### src/rtl/cpu_pkg.sv
// ----------------------------------------------------------------------------
// cpu_pkg
// Shared definitions for the fetch stage and the instruction decoder:
//   - CPU_ADDR_W / CPU_INSTR_W : default address and instruction widths
//   - opcode_e                 : 4-bit opcode field (instruction bits [15:12])
//   - NOP_INSTR                : bubble instruction presented on squashed slots
//   - fetch_state_e            : fetch FSM state encoding
// ----------------------------------------------------------------------------
package cpu_pkg;

    localparam int CPU_ADDR_W  = 5;
    localparam int CPU_INSTR_W = 16;

    typedef enum logic [3:0] {
        OP_ADD = 4'b0000,
        OP_SUB = 4'b0001,
        OP_AND = 4'b0010,
        OP_OR  = 4'b0011,
        OP_XOR = 4'b0100,
        OP_LD  = 4'b0101,
        OP_ST  = 4'b0110,
        OP_LDI = 4'b0111,
        OP_BEQ = 4'b1000,
        OP_BNE = 4'b1001,
        OP_NOP = 4'b1010,
        OP_JMP = 4'b1111
    } opcode_e;

    localparam logic [CPU_INSTR_W-1:0] NOP_INSTR = {OP_NOP, 12'h000};

    typedef enum logic [1:0] {
        FS_IDLE = 2'd0,
        FS_RUN  = 2'd1,
        FS_HALT = 2'd2
    } fetch_state_e;

endpackage

### src/rtl/instr_mem.sv
// ----------------------------------------------------------------------------
// instr_mem
// IM_DEPTH x INSTR_W register-array instruction memory. Contents are not
// reset, so a program survives a reset of the fetch stage.
// Ports:
//   clk    in  clock, rising edge
//   we     in  write enable (already qualified by the caller)
//   waddr  in  write address
//   wdata  in  write data
//   raddr  in  asynchronous read address
//   rdata  out read data, combinational from raddr
// ----------------------------------------------------------------------------
module instr_mem
    import cpu_pkg::*;
#(
    parameter int ADDR_W   = CPU_ADDR_W,
    parameter int INSTR_W  = CPU_INSTR_W,
    parameter int IM_DEPTH = 2**ADDR_W
) (
    input  logic               clk,
    input  logic               we,
    input  logic [ADDR_W-1:0]  waddr,
    input  logic [INSTR_W-1:0] wdata,
    input  logic [ADDR_W-1:0]  raddr,
    output logic [INSTR_W-1:0] rdata
);

    logic [INSTR_W-1:0] mem [IM_DEPTH];

    always_ff @(posedge clk) begin
        if (we) begin
            mem[waddr] <= wdata;
        end
    end

    assign rdata = mem[raddr];

endmodule

### src/rtl/fetch_unit.sv
// ----------------------------------------------------------------------------
// fetch_unit
// Instruction-fetch stage feeding the decoder. Holds the program counter and a
// writable instruction memory, and presents one registered instruction per
// cycle. A taken jump from the decoder squashes the wrong-path fetch and
// inserts exactly one NOP bubble.
//
// Build option: define FETCH_HALT_ON_WRAP_EN to stop in a HALT state after the
// instruction at the last memory address has been delivered, instead of
// wrapping the PC back to 0.
//
// Ports:
//   CLK       in  clock, rising edge
//   RST       in  asynchronous active-low reset
//   START     in  leave IDLE and fetch from RESET_PC
//   STALL     in  freeze PC / IF_INSTR / IF_VALID this cycle
//   JMP       in  taken-jump request from the decoder
//   JMP_ADDR  in  jump target
//   IM_WE     in  instruction memory write enable (IDLE only)
//   IM_WADDR  in  write address
//   IM_WDATA  in  write data
//   IF_INSTR  out registered instruction to the decoder
//   IF_VALID  out IF_INSTR is a real fetch, not a bubble
//   PC        out address of the next fetch
//   BUSY      out high in RUN
//   HALTED    out high in HALT (always 0 without FETCH_HALT_ON_WRAP_EN)
// ----------------------------------------------------------------------------
module fetch_unit
    import cpu_pkg::*;
#(
    parameter int                ADDR_W   = CPU_ADDR_W,
    parameter int                INSTR_W  = CPU_INSTR_W,
    parameter int                IM_DEPTH = 2**ADDR_W,
    parameter logic [ADDR_W-1:0] RESET_PC = '0
) (
    input  logic               CLK,
    input  logic               RST,
    input  logic               START,
    input  logic               STALL,
    input  logic               JMP,
    input  logic [ADDR_W-1:0]  JMP_ADDR,
    input  logic               IM_WE,
    input  logic [ADDR_W-1:0]  IM_WADDR,
    input  logic [INSTR_W-1:0] IM_WDATA,
    output logic [INSTR_W-1:0] IF_INSTR,
    output logic               IF_VALID,
    output logic [ADDR_W-1:0]  PC,
    output logic               BUSY,
    output logic               HALTED
);

    localparam logic [1:0] ST_IDLE = FS_IDLE;
    localparam logic [1:0] ST_RUN  = FS_RUN;
`ifdef FETCH_HALT_ON_WRAP_EN
    localparam logic [1:0] ST_HALT = FS_HALT;
`endif

    logic [1:0]         state;
    logic [ADDR_W-1:0]  pc_p0;
    logic [INSTR_W-1:0] instr_p1;
    logic               vld_p1;

    logic [INSTR_W-1:0] rd_data;
    logic               im_we_idle;
    logic [ADDR_W-1:0]  pc_inc;

    // Programming is only allowed while the stage is not fetching.
    assign im_we_idle = IM_WE && (state == ST_IDLE);
    assign pc_inc     = pc_p0 + ADDR_W'(1);

`ifdef FETCH_HALT_ON_WRAP_EN
    logic at_last;
    assign at_last = (pc_p0 == ADDR_W'(IM_DEPTH - 1));
`endif

    instr_mem #(
        .ADDR_W   (ADDR_W),
        .INSTR_W  (INSTR_W),
        .IM_DEPTH (IM_DEPTH)
    ) u_imem (
        .clk   (CLK),
        .we    (im_we_idle),
        .waddr (IM_WADDR),
        .wdata (IM_WDATA),
        .raddr (pc_p0),
        .rdata (rd_data)
    );

    // p0 -> p1: PC addresses the memory, the read word is registered out
    always_ff @(posedge CLK or negedge RST) begin
        if (!RST) begin
            state    <= ST_IDLE;
            pc_p0    <= RESET_PC;
            instr_p1 <= NOP_INSTR;
            vld_p1   <= 1'b0;
        end else begin
            case (state)
                ST_IDLE: begin
                    if (START) begin
                        state <= ST_RUN;
                        pc_p0 <= RESET_PC;
                    end
                end
                ST_RUN: begin
                    // A stalled cycle ignores JMP; the decoder re-raises it
                    // because IF_INSTR is held.
                    if (!STALL) begin
                        if (JMP && vld_p1) begin
                            // Squash the wrong-path fetch: one bubble.
                            pc_p0    <= JMP_ADDR;
                            instr_p1 <= NOP_INSTR;
                            vld_p1   <= 1'b0;
                        end else begin
                            instr_p1 <= rd_data;
                            vld_p1   <= 1'b1;
`ifdef FETCH_HALT_ON_WRAP_EN
                            // Last word is still delivered; PC stays on it.
                            if (at_last) begin
                                state <= ST_HALT;
                            end else begin
                                pc_p0 <= pc_inc;
                            end
`else
                            pc_p0 <= pc_inc;
`endif
                        end
                    end
                end
`ifdef FETCH_HALT_ON_WRAP_EN
                ST_HALT: begin
                    instr_p1 <= NOP_INSTR;
                    vld_p1   <= 1'b0;
                end
`endif
                default: begin
                    state <= ST_IDLE;
                end
            endcase
        end
    end

    assign IF_INSTR = instr_p1;
    assign IF_VALID = vld_p1;
    assign PC       = pc_p0;
    assign BUSY     = (state == ST_RUN);
`ifdef FETCH_HALT_ON_WRAP_EN
    assign HALTED   = (state == ST_HALT);
`else
    assign HALTED   = 1'b0;
`endif

endmodule

### config.mk
export PLATFORM = sky130hd
export DESIGN_NAME = fetch_unit
export DESIGN_NICKNAME = d
export VERILOG_FILES = /design/src/rtl/cpu_pkg.sv /design/src/rtl/instr_mem.sv /design/src/rtl/fetch_unit.sv
export SDC_FILE = /design/constraint.sdc
export NUM_CORES = 1
export LEC_CHECK = 0
export CAP_MARGIN = 20
export CORE_UTILIZATION = 40
export CTS_BUF_LIST = sky130_fd_sc_hd__clkbuf_16
export CTS_CLUSTER_DIAMETER = 50
export DETAILED_ROUTE_END_ITERATION = 16
export DONT_BUFFER_PORTS = 1
export PLACE_DENSITY_LB_ADDON = 0.3
export SETUP_SLACK_MARGIN = 0.05
export SYNTH_ARGS = -nofsm -noshare
export SYNTH_HDL_FRONTEND = slang
export SYNTH_SLANG_ARGS = --single-unit
### constraint.sdc
create_clock -name CLK -period 4.65 [get_ports CLK]
set_clock_uncertainty 0.15 [all_clocks]
set_input_delay 0.6975 -clock CLK [delete_from_list [all_inputs] [get_ports CLK]]
set_output_delay 0.6975 -clock CLK [all_outputs]
set_load 0.03 [all_outputs]
==> results of run 1 <==
[per-stage QoR]
step / setup WS (ps) / hold WS, ps
after floorplan: 2154 / 251.9
after global placement: 1489 / 254.3
after detailed placement: 1500 / 254.0
after CTS: 1499 / 15.62
after global routing: 1431 / 21.43
final: 1547 / 45.25
[per-layer routing]
layer	GRT usage	wire [um]	share of wire	vias up
li1	-	-	-	4479
met1	0.2867	22690	0.44	5717
met2	0.2970	23860	0.46	407
met3	0.03642	3781	0.073	68
met4	0.07409	1570	0.030	0
met5	0	0	0	-
[timing repair]
action                    in CTS  in global routing
hold buffers                   2                  0
hold endpoints to repair      23                  0
resized for setup              0                  0
[cells by family (layout without fill, tap and decap cells)]
kind of cell,after synthesis,in the layout,share of synthesized area
DFF,535,535,0.7597
muxes,179,179,0.1385
AOI/OAI and AO/OA,140,140,0.05321
and+or+nand+nor,133,133,0.02771
buffers and inverters,76,164,0.02020
adders and majority gates,1,1,0.0005957
other,1,3,0.0001786
[power breakdown]
part | switching [mW] | total (mW) | internal, mW
Combinational | 0.880 | 1.62 | 0.743
Sequential | 0.359 | 5.70 | 5.34
Clock | 1.79 | 4.25 | 2.46
[layout make-up]
type                    instances  area, sq um
inverters                      14        52.55
flip-flops and latches        535        15960
clock buffers                  53         1326
well taps                     680        850.8
multi-input cells             454         4631
clock inverters                45        399.1
diodes                          2        5.005
repair buffers                 52        459.2
fillers                      4326        27930
[layout by cell type (no fill, tap or decap), drive strengths merged, types with 14 or more instances in the layout]
cell / netlist / final
a211o: 14 / 14
edfxtp: 512 / 512
mux2: 62 / 62
mux4: 80 / 80
inv: 14 / 25
buf: 42 / 51
o22ai: 16 / 16
o2111ai: 14 / 14
clkbuf: 20 / 53
nor2: 46 / 46
clkinv: 0 / 24
a32o: 14 / 14
a22oi: 42 / 42
dfrtp: 21 / 21
mux2i: 37 / 37
a221o: 14 / 14
nand2: 54 / 54
[critical path: cells and delay by family (launching register included)]
family                 cells  cell delay, ps
flip-flops                 1            1020
AO/OA/AOI/OAI              3             960
multiplexers               1             390
buffers and inverters      1             370
[final timing paths]
kind	from	end	slack (ps)
setup / recovery	PC[0]$_DFFE_PN0P_	IF_INSTR[9]$_DFFE_PN0P_	1550
hold / removal	IM_WDATA[15]	u_imem.mem[16][15]$_DFFE_PP_	50
setup reg to reg	PC[0]$_DFFE_PN0P_	IF_INSTR[9]$_DFFE_PN0P_	1550
hold reg to reg	IF_VALID$_DFFE_PN0P_	IF_VALID$_DFFE_PN0P_	580
max in group asynchronous	RST	IF_INSTR[13]$_DFFE_PN1P_	3680
min in group asynchronous	RST	IF_INSTR[7]$_DFFE_PN0P_	420
[sequential cells by signal, summed over array words and instances (netlist names)]
name / flops
IF_INSTR: 16
IF_VALID: 1
PC: 5
u_imem.mem: 512
state: 1
==> run metrics, run 1 <==
clock period minus worst slack 3103 ps; post-synthesis net count 1098; max-cap violations 0; Total GRT Usage 0.1976; vias in the first global route 10480; Final Hold Viols 0; power after layout 11.57 mW; worst slew pin tran 1061 ps; core region area 0.05161 sq mm; crit path max fanout 45; Cell Pwr Density 488.6 mW/mm^2; Design Area, Final 0.02369 sq mm; Die Area 0.05342 sq mm; row count 83; CP Launch Type flip-flop; top cells by area, synth edfxtp_1, mux4_2, mux2_2; FF+latch count, synth 535; Max Slew Vio Count 0; Max rail drop VDD 0.3037 mV; final cycle utilization of the critical path 0.6673; Synth top area share 0.7321; Synth Warn # 0; # nets final 1142; WL/cell 28.28 um; final setup fails 0; clock transition at the registers of the reported paths 60 ps; critical path, cell by cell buf_12 -> mux2_2 -> a22oi_1 -> o2111ai_1 -> a32o_1; crit path max-delay cell type dfrtp_4; dominant cell type by area after synthesis edfxtp_1; Lkg Pwr 7.660 nW; area grow syn2layout 12.79%; RSZ-0062 raised after global routing no; f_max 322.3 MHz; Placed Cells 1733; # DRC 0; hold path depth 0; CP endpoint kind flip-flop; number of synthesized flops with an enable pin 512; largest net degree at the start of global routing 46; dpl cell area 0.02193 sq mm; H-Tree Depth 2; Register-to-Register Path Depth 5; count of different cell masters after synthesis 45; post-synthesis instance area 0.02100 sq mm; HP Class in2reg; Slew headroom 0.2926; most common cell in the netlist edfxtp_1; via density per instance 5.815; status finished, final reports clean; Core Util, Final 0.4589; GRT Residual Overflow 0; drt total wl 51.90 mm; Detailed Place HPWL 31.21 mm; layout cells sized above 1 0.2437; die width 231.1 um; first-pass GRT wire length 75.44 mm; Worst Path Arrival 3440 ps; clock root cell clkbuf_16; Critical Path RT 4990 ps; Die Ht 231.1 um; clk_lat worst skew 600 ps; Port-buffer cells 0; CTS tree done; synth cell count leaders edfxtp_1, mux4_2, nand2_1, mux2_2, nor2_1; Ports 56; TritonRoute pass-1 iters 5; ANT nets after route 0; CTS Sinks 535; Syn Inst Count 1065; Mean Syn Cell Area 19.72 sq um; kind of critical path reg2reg; postcts setup bufs 0; ys async rst share 0.04299; cts bufs inserted 52; via count 10670; GP Congestion 0.8030; Initial DRC Count 1053; Non-Filler Instances 1835; antenna violations before repair 0; register area share after synthesis 0.7597; Synth Flop Type edfxtp_1; total negative slack 0 ps; Starting Density 0.4069; slowest stage delay, CP 1020 ps; clock buffer depth 3
Note: power is estimated with default switching activity, not from simulation.
==> run 2, diff against run 1 <==
==> constraint.sdc (replaced) <==
create_clock -name CLK -period 3 [get_ports CLK]
set_clock_uncertainty 0.15 [all_clocks]
set_input_delay 0.45 -clock CLK [delete_from_list [all_inputs] [get_ports CLK]]
set_output_delay 0.45 -clock CLK [all_outputs]
set_load 0.03 [all_outputs]
==> run metrics, run 2 (synthesis gave the netlist of run 1 again) <==
status finished, final reports clean; kind of critical path reg2reg; TritonRoute pass-1 iters 7; via density per instance 5.695; CTS resizes 0; sum of buffers and inverters on the critical path 1; H-Tree Depth 2; commonest non-fill, non-tap cells in the layout edfxtp_1, mux4_2, buf_4; area grow syn2layout 16.35%; dpl cell area 0.02222 sq mm; commonest non-fill, non-tap cell in the layout edfxtp_1; GP Congestion 0.8038; Lkg Pwr 8.063 nW; # nets final 1206; Die Ht 231.1 um; CP delay by family, top flip-flops; core region area 0.05161 sq mm; largest net degree at the start of global routing 33; drt total wl 53.51 mm; Slew headroom 0.3991; CTS Sinks 535; Design Area, Final 0.02443 sq mm; postcts setup bufs 0; ANT nets after route 0; die width 231.1 um; Port-buffer cells 0; final cycle utilization of the critical path 0.9243; register area 0.01596 sq mm; Critical Path RT 3340 ps; CP endpoint kind flip-flop; Most flops, register u_imem.mem; total negative slack 0 ps; Final Hold Viols 0; multi-input gate area in the final layout 0.004631 sq mm; worst slew pin tran 899.5 ps; Max rail drop VDD 0.5208 mV; HP Class in2reg; crit path max fanout 32; clk_lat worst skew 600 ps; via count 10820; vias in the first global route 10890; Worst Path Arrival 3110 ps; Ports 56; first-pass GRT wire length 77.12 mm; clock root cell clkbuf_16; # DRC 0; slowest stage delay, CP 830 ps; row count 83; layout cells sized above 1 0.2687; max-cap violations 0; antenna violations before repair 1; Detailed Place HPWL 33.04 mm; CP Launch Type flip-flop; Initial DRC Count 1145; final setup fails 0; max reg flops 512; clock period minus worst slack 2773 ps; cts bufs inserted 54; fillcell total 4222; WL/cell 28.18 um; Cell Pwr Density 744.2 mW/mm^2; critical path, cell by cell buf_4 -> mux4_2 -> a22oi_1 -> nand2_1 -> a32o_1; Total GRT Usage 0.2037; GRT Residual Overflow 0; Starting Density 0.4069; CTS tree done; f_max 360.6 MHz; clock buffer depth 3; clock transition at the registers of the reported paths 60 ps; Max Slew Vio Count 0; Die Area 0.05342 sq mm; RSZ-0062 raised after global routing no; crit path max-delay cell type dfrtp_4
## run 2: cell types whose count changed in the layout (fill, tap and decap cells not counted)
| cell | before | now |
|---|---|---|
| inv_6 | 3 | 1 |
| clkinv_8 | 0 | 1 |
| inv_1 | 22 | 24 |
| bufinv_16 | 7 | 4 |
| buf_4 | 45 | 75 |
| dlygate4sd3_1 | 1 | 13 |
| clkinv_4 | 1 | 0 |
| clkinv_2 | 12 | 11 |
| clkbuf_16 | 53 | 57 |
| buf_12 | 5 | 25 |
| clkinvlp_4 | 3 | 1 |
| clkinv_1 | 11 | 15 |
## run 2: routing by layer
layer	global-route usage	wire length (um)	share of wire
met5	0	0	0
met4	0.08816	2299	0.043
met3	0.05303	4661	0.087
met2	0.2997	24050	0.45
met1	0.2861	22500	0.42
## run 2: path summary, 6_finish.rpt
check	startpoint	end	slack, ps	cells after the start
worst min register to register	u_imem.mem[18][10]$_DFFE_PP_	IF_INSTR[10]$_DFFE_PN0P_	610	3
min in group asynchronous	RST	IF_INSTR[10]$_DFFE_PN0P_	180	2
worst min-delay path	IM_WDATA[15]	u_imem.mem[18][15]$_DFFE_PP_	6	1
worst max register to register	PC[1]$_DFFE_PN0P_	IF_INSTR[8]$_DFFE_PN0P_	230	5
max in group asynchronous	RST	IF_INSTR[13]$_DFFE_PN1P_	2270	2
worst max-delay path	PC[1]$_DFFE_PN0P_	IF_INSTR[8]$_DFFE_PN0P_	230	5
## run 2: where the power goes
group          switching (mW)  internal (mW)  leakage, nW
clock                    2.76           3.76        0.890
combinational            1.59           1.31         2.29
sequential              0.487           8.28         4.88
total                    4.83           13.3         8.06
## run 2: layout make-up
class                      count  area share
sequential                   535      0.6533
multi-input combinational    454      0.1895
clock buffer                  57     0.05837
timing repair buffer         114     0.04931
tap                          680     0.03482
clock inverter                43     0.01234
inverter                      14    0.002151
antenna                        2   0.0002048
## run 2: what timing repair did
item | 4_1_cts | 5_1_grt
hold endpoints to repair | 541 | 0
setup endpoints to repair | 0 | 0
hold buffers | 30 | 0
## run 2: worst register-to-register path: cells and delay by family, from the launching register on
| kind | cells | cell delay, ps |
|---|---|---|
| AND/OR/NAND/NOR | 1 | 190 |
| AO/OA/AOI/OAI | 2 | 600 |
| buffers and inverters | 1 | 490 |
| flip-flops | 1 | 830 |
| multiplexers | 1 | 390 |
## run 2: metrics by stage
stage / utilization / hold WS, ps / setup slack, ps / power, mW / cells
after global placement: 0.4305 / 6.878 / 275.5 / 11.61 / 1766
after CTS: 0.4731 / 1.016 / 243.6 / 18.31 / 1896
after global routing: 0.4733 / 1.442 / 127.3 / 18.76 / 1897
after detailed placement: 0.4305 / 6.754 / 266.3 / 11.63 / 1766
after floorplan: - / 4.409 / 541.2 / 10.61 / 1065
final: 0.4734 / 6.355 / 227.0 / 18.18 / 1899
==> run 3, diff against run 2 <==
--- a/config.mk
+++ b/config.mk
@@ -5,7 +5,7 @@
 export SDC_FILE = /design/constraint.sdc
 export NUM_CORES = 1
 export LEC_CHECK = 0
-export CAP_MARGIN = 20
+export CAP_MARGIN = 0
 export CORE_UTILIZATION = 40
 export CTS_BUF_LIST = sky130_fd_sc_hd__clkbuf_16
 export CTS_CLUSTER_DIAMETER = 50
==> run metrics, run 3 (synthesis gave the netlist of run 1 again) <==
status finished, final reports clean; clock period minus worst slack 2791 ps; GRT Residual Overflow 0; cts bufs inserted 54; internal cell power 13.34 mW; Reg power frac 0.482; Slew headroom 0.2196; Detailed Place HPWL 33.04 mm; Total GRT Usage 0.2037; RSZ-0062 raised after global routing no; core region area 0.05161 sq mm; hold endpoint u_imem.mem[18][15]$_DFFE_PP_; Most flops, register u_imem.mem; Initial DRC Count 1059; via count 10840; Port-buffer cells 0; Die Area 0.05342 sq mm; Net Sw Frac 0.2663; Cell Pwr Density 744.6 mW/mm^2; area grow syn2layout 16.29%; TritonRoute pass-1 iters 5; crit path max fanout 32; slowest stage delay, CP 830 ps; Max Slew Vio Count 0; Starting Density 0.4069; max reg flops 512; vias in the first global route 10890; HP Class in2reg; Max rail drop VDD 0.5193 mV; final cycle utilization of the critical path 0.9303; via density per instance 5.714; clk_lat worst skew 600 ps; worst slew pin tran 1166 ps; worst slack at placement 266.3 ps; dpl cell area 0.02222 sq mm; ANT nets after route 0; reg2reg start PC[1]$_DFFE_PN0P_; Worst Path Arrival 3130 ps; CP endpoint kind flip-flop; # nets final 1205; clock transition at the registers of the reported paths 60 ps; Ports 56; final setup fails 0; postcts setup bufs 0; row count 83; Core Util, Final 0.4732; commonest non-fill, non-tap cells in the layout edfxtp_1, mux4_2, buf_4; Final Hold Viols 0; reg2reg end IF_INSTR[8]$_DFFE_PN0P_; # DRC 0; die width 231.1 um; hold buffers post-CTS 30; clock buffer depth 3; flop2flop setup slack 210 ps; setup ws final 209.1 ps; Combinational Power Share 0.159; CTS Sinks 535; clock root cell clkbuf_16; total negative slack 0 ps; WL/cell 28.19 um; first-pass GRT wire length 77.12 mm; clock power share 0.359; drt total wl 53.48 mm; Register-to-Register Path Depth 5; commonest non-fill, non-tap cell in the layout edfxtp_1; Critical Path RT 3340 ps; critical path, cell by cell buf_4 -> mux4_2 -> a22oi_1 -> nand2_1 -> a32o_1; antenna violations before repair 1; H-Tree Depth 2; largest net degree at the start of global routing 33; Lkg Pwr 8.057 nW; hold path depth 1; Die Ht 231.1 um; worst hold slack 7.996 ps; Design Area, Final 0.02442 sq mm; CP Launch Type flip-flop; CTS tree done; max-cap violations 0; NetSw 4.842 mW; hold_sp IM_WDATA[15]; crit path max-delay cell type dfrtp_4; GP Congestion 0.8038; f_max 358.3 MHz; kind of critical path reg2reg; CTS resizes 0; layout cells sized above 1 0.2681
run 3: cell types whose count changed in the layout (fill, tap and decap cells not counted):
cell | before | now
buf_6 | 1 | 0
diode_2 | 2 | 1
run 3: worst max path at each step:
stage | start | end | slack [ps] | cells after the start
2_1_floorplan | state[0]$_DFFE_PN0P_ | u_imem.mem[12][0]$_DFFE_PP_ | 540 | 4
3_3_place_gp | PC[1]$_DFFE_PN0P_ | IF_INSTR[8]$_DFFE_PN0P_ | 280 | 5
3_5_place_dp | PC[1]$_DFFE_PN0P_ | IF_INSTR[8]$_DFFE_PN0P_ | 270 | 5
4_1_cts | PC[1]$_DFFE_PN0P_ | IF_INSTR[8]$_DFFE_PN0P_ | 240 | 5
5_1_grt | PC[1]$_DFFE_PN0P_ | IF_INSTR[8]$_DFFE_PN0P_ | 130 | 5
6_report | PC[1]$_DFFE_PN0P_ | IF_INSTR[8]$_DFFE_PN0P_ | 210 | 5
run 3: cell type report:
cell class                 instances  area [sq um]
multi-input combinational        454          4631
clock buffer                      57          1426
inverter                          14         52.55
clock inverter                    43         301.5
antenna                            1         2.502
sequential                       535         15960
timing repair buffer             113          1194
fill                            4223         27190
tap                              680         850.8
run 3: power by group through the flow:
stage	registers (mW)	clock network, mW	logic, mW
after floorplan	8.69	0	1.92
after global placement	8.93	0	2.68
after detailed placement	8.93	0	2.70
after CTS	8.77	6.64	2.91
after global routing	8.78	6.91	3.07
final	8.76	6.52	2.90
run 3: metrics by stage:
| stage | instances | total power [mW] |
|---|---|---|
| 2_1_floorplan | 1065 | 10.61 |
| 3_3_place_gp | 1766 | 11.61 |
| 3_5_place_dp | 1766 | 11.63 |
| 4_1_cts | 1896 | 18.31 |
| 5_1_grt | 1896 | 18.76 |
| 6_report | 1897 | 18.18 |
run 3: layer usage:
layer	track usage	vias to the layer above	share of wire	routed length, um
met3	0.05303	99	0.083	4439
met5	0	-	0	0
met2	0.2997	422	0.45	23980
met4	0.08816	0	0.043	2288
met1	0.2861	5710	0.43	22770
li1	-	4608	-	-
run 3: worst max-delay path, delay by kind of cell, from the launching register on:
| family | cells | cell delay, ps |
|---|---|---|
| flops | 1 | 830 |
| compound gates | 2 | 610 |
| buf+inv | 1 | 440 |
| mux | 1 | 380 |
| simple gates | 1 | 190 |
